<file path="src/rtl/comparator_4bit.sv">
// rtl/comparator_4bit.sv - registered unsigned magnitude comparator slice with 7485-style cascade inputs
//
// Purpose:
//   Compares two unsigned WIDTH-bit operands and registers one-hot
//   eq/lt/gt flags one clock after the operands are sampled. When the
//   operands are equal, the result is taken from the cascade inputs of the
//   lower-significance slice. This lets slices chain into wider comparators.
//
// Ports:
//   clk        in   1      system clock, rising edge
//   rst        in   1      synchronous active-high reset
//   inA        in   WIDTH  operand A (unsigned)
//   inB        in   WIDTH  operand B (unsigned)
//   in_valid   in   1      sample inA/inB on this edge
//   casc_eq    in   1      cascade equal from lower slice (tie 1 when unused)
//   casc_lt    in   1      cascade less from lower slice (tie 0 when unused)
//   casc_gt    in   1      cascade greater from lower slice (tie 0 when unused)
//   A_eq_B     out  1      registered A == B
//   A_lt_B     out  1      registered A <  B
//   A_gt_B     out  1      registered A >  B
//   out_valid  out  1      registered: flags belong to a sampled pair

module comparator_4bit #(
    parameter int WIDTH = 4
) (
    input  logic             clk,
    input  logic             rst,
    input  logic [WIDTH-1:0] inA,
    input  logic [WIDTH-1:0] inB,
    input  logic             in_valid,
    input  logic             casc_eq,
    input  logic             casc_lt,
    input  logic             casc_gt,
    output logic             A_eq_B,
    output logic             A_lt_B,
    output logic             A_gt_B,
    output logic             out_valid
);

    logic w_mag_gt;
    logic w_mag_lt;
    logic w_res_gt;
    logic w_res_lt;
    logic w_res_eq;

    // casc_eq carries no information of its own: with equal operands the
    // result is eq whenever neither casc_gt nor casc_lt is set. This covers
    // the all-zero cascade case as well. The pin exists for 7485 pin
    // compatibility only.
    logic w_unused_casc_eq;
    assign w_unused_casc_eq = casc_eq;

    logic r_eq;
    logic r_lt;
    logic r_gt;
    logic r_valid;

    assign w_mag_gt = (inA > inB);
    assign w_mag_lt = (inA < inB);

    // When the operands are equal, the cascade decides.
    // casc_gt has priority over casc_lt.
    always_comb begin
        w_res_gt = 1'b0;
        w_res_lt = 1'b0;
        w_res_eq = 1'b0;
        if (w_mag_gt) begin
            w_res_gt = 1'b1;
        end else if (w_mag_lt) begin
            w_res_lt = 1'b1;
        end else if (casc_gt) begin
            w_res_gt = 1'b1;
        end else if (casc_lt) begin
            w_res_lt = 1'b1;
        end else begin
            w_res_eq = 1'b1;
        end
    end

    // Flags hold across idle cycles. Only out_valid drops when no sample is taken.
    always_ff @(posedge clk) begin
        if (rst) begin
            r_eq    <= 1'b0;
            r_lt    <= 1'b0;
            r_gt    <= 1'b0;
            r_valid <= 1'b0;
        end else begin
            r_valid <= in_valid;
            if (in_valid) begin
                r_eq <= w_res_eq;
                r_lt <= w_res_lt;
                r_gt <= w_res_gt;
            end
        end
    end

    assign A_eq_B    = r_eq;
    assign A_lt_B    = r_lt;
    assign A_gt_B    = r_gt;
    assign out_valid = r_valid;

endmodule

</file>
<file path="config.mk">
export PLATFORM = sky130hd
export DESIGN_NAME = comparator_4bit
export DESIGN_NICKNAME = d
export VERILOG_FILES = /design/src/rtl/comparator_4bit.sv
export SDC_FILE = /design/constraint.sdc
export NUM_CORES = 1
export LEC_CHECK = 0
export CAP_MARGIN = 20
export CORE_AREA = 2 2 39 41
export CTS_CLUSTER_DIAMETER = 200
export CTS_CLUSTER_SIZE = 8
export DETAILED_ROUTE_END_ITERATION = 7
export DIE_AREA = 0 0 41 43
export SYNTH_ARGS = -nofsm -noshare
export SYNTH_HDL_FRONTEND = slang
export SYNTH_SLANG_ARGS = --single-unit
</file>
<file path="constraint.sdc">
create_clock -name clk -period 1.9 [get_ports clk]
set_input_delay 0.19 -clock clk [delete_from_list [all_inputs] [get_ports clk]]
set_output_delay 0.19 -clock clk [all_outputs]
set_load 0.03 [all_outputs]
</file>
==> out/qor.yml <==
grt:
  grt_antenna_before_repair: 0
  grt_usage_pct: 6.91
  grt_start_max_net_pins: 5
  grt_overflow: 0
  grt_pass1_wl_um: 821
  grt_pass1_vias: 218
clock_network:
  ctsResizeCount: 0
  cts_hold_buf: 0
  cts_setup_buffers: 0
  cts_tree: "built"
  clockBufferDepth: 2
  cts-root-buf: "clkbuf_4"
  clkSinkCount: 4
  clkLatencyLatePin_ps: 230
  clk_pin_slew_ps: 40
  cts-buffers-inserted: 3
  h-tree-depth: 1
logic_synthesis:
  netlist_instances: 29
  synth_area_leaders: "dfxtp_1, ha_1, inv_1"
  synth_top_area_share_pct: 32.2
  yosys_register_bits: 4
  synth_common_cells: "inv_1, dfxtp_1, ha_1"
  synth_area_um2: 249
  synth_edf_count: 0
  avgSynthCellArea_um2: 8.59
  async_reset_ff_share_pct: 0
  synth.yosys.seq_area_share_pct: 32.2
  post-synth-top-count-cell: "inv_1"
  synth_area_leader_cell: "dfxtp_1"
  synth_flop_cell: "dfxtp_1"
  ys_types: 16
  syn_nets: 47
  yosysWarnings: 0
final_layout:
  syn2layout_area_growth_pct: 81.4
  fin_cells: 64
  nNetsFinal: 68
  fill_cells: 155
  drive_gt1_share_pct: 10.4
  diodes: 0
worst_setup_path:
  critPathLaunchType: "input port"
  critPathCapture: "A_eq_B"
  r2r_end: "A_lt_B"
  critPathCaptureType: "flop"
  crit_required_ps: 2070
  r2r_slack_ps: 1110
  crit_path_max_incr_delay_ps: 450
  worstRegToRegCells: 2
  cpMaxStageDelayCell: "clkdlybuf4s50_1"
  cp_max_fo: 3
  path_cells: "clkdlybuf4s50_1 -> inv_1 -> ha_1 -> nand4_1 -> nor3b_2 -> o211ai_1 -> a21oi_2"
  startpoint: "inB[3]"
  crit_arrival_ps: 1610
  critPathKind: "in2reg"
  rr_startpoint: "A_lt_B"
route:
  drc_errors: 0
  drt_iter0_markers: 1
  ant_nets: 0
  first_pass_iters: 4
  viasPerCell: 3.97
  routed_wirelength_um: 498
  routedWlPerCell_um: 7.78
  dr_total_vias: 254
sta:
  setup_viol: 0
  grt_setup_unrepaired: "no"
  drv_slew: 0
  fin_crit_ps: 1430
  worst-slew-pin-transition_ps: 308
  clock.fmax_mhz: 698
  clock_skew_ps: 0
  post-route-period-util_pct: 75.4
  hold_violations: 0
  relSlewSlack_pct: 79.4
  fin_setup_tns_ps: 0
placed_design:
  placedCellCount: 61
  io_buffers: 16
  dpl.hpwl_um: 447
  place_congestion: 0.623
flow_run:
  maxCapViolations: 0
floorplan:
  core_area_um2: 1380
  rows: 14
  ios: 18
  initial_utilization_pct: 18.0
  die-area_um2: 1760
  die_h_um: 43
  die-width_um: 41
power_and_ir_drop:
  leakage_nw: 0.203
  irDropWorstVdd_v: 0.000196
  p_per_area_nw_per_um2: 596
status:
  status: "finished, final reports clean"
hold_path:
  hp-class: "reg2reg"
layer usage:
| metal | share of wire [%] | vias up | routed length, um | track usage [%] |
|---|---|---|---|---|
| li1 | - | 137 | - | - |
| met1 | 41 | 103 | 203 | 7.99 |
| met2 | 45 | 14 | 225 | 9.69 |
| met3 | 14 | 0 | 68 | 3.66 |
| met4 | 0 | 0 | 0 | 4.00 |
| met5 | 0 | - | 0 | 0 |
logic make-up (layout without fill, tap and decap cells):
group | count (synthesis) | count (layout) | share of synthesized area (%)
AOI/OAI and AO/OA | 6 | 6 | 18.1
adders and majority gates | 4 | 4 | 20.1
buffers and inverters | 6 | 25 | 9.04
DFF | 4 | 4 | 32.2
and+or+nand+nor | 9 | 9 | 20.6
worst min path at each step:
stage / start / cells past startpoint / slack, ps / endpoint
global placement: A_eq_B / 2 / 460 / A_eq_B
finish: A_eq_B / 2 / 470 / A_eq_B
floorplan: rst / 1 / 250 / A_eq_B
global route: A_eq_B / 2 / 500 / A_eq_B
CTS: A_eq_B / 2 / 470 / A_eq_B
detailed placement: A_eq_B / 2 / 460 / A_eq_B
through the flow:
stage                     worst slack [ps]  area (um^2)  util (%)  power (mW)  hold WS [ps]
final                                  467          452      32.6       0.269           468
after global placement                 200          429      31.0       0.165           456
after global routing                   319          452      32.6       0.293           496
after detailed placement               190          429      31.0       0.166           465
after CTS                              446          452      32.6       0.276           473
after floorplan                        783          249         -       0.125           252
sequential cells by signal, indices dropped and copies added (netlist names):
name / cells
out_valid: 1
A_gt_B: 1
A_lt_B: 1
A_eq_B: 1
final cells by class:
class / instances / area, um^2 / share of cell area, %
flip-flops and latches: 4 / 80.1 / 17.7
inverters: 6 / 22.5 / 4.99
multi-input cells: 19 / 146 / 32.4
clock buffers: 3 / 22.5 / 4.99
repair buffers: 16 / 160 / 35.5
well taps: 16 / 20.0 / 4.43
power by group:
part           total [mW]  leakage [nW]  switching (mW)  internal (mW)
clock               0.106        0.0138          0.0354         0.0707
combinational      0.0720         0.156          0.0298         0.0422
sequential         0.0911        0.0330         0.00198         0.0892
worst max-delay path: cells and delay by family:
family | cells | cell delay (ps)
buffers and inverters | 2 | 490
AOI/OAI and AO/OA | 2 | 290
and+or+nand+nor | 2 | 360
adders and majority gates | 1 | 280
layout by cell type (no fill, tap or decap), drive strengths merged:
master	n
nor4	1
o21ai	1
nand2	1
dfxtp	4
a21oi	2
o21ba	1
a22o	1
nand2b	1
inv	6
clkbuf	3
nor2	3
ha	4
o211ai	1
nor3b	1
nand4	1
clkdlybuf4s50	16
nor3	1
(Power assumes the default switching activity.)
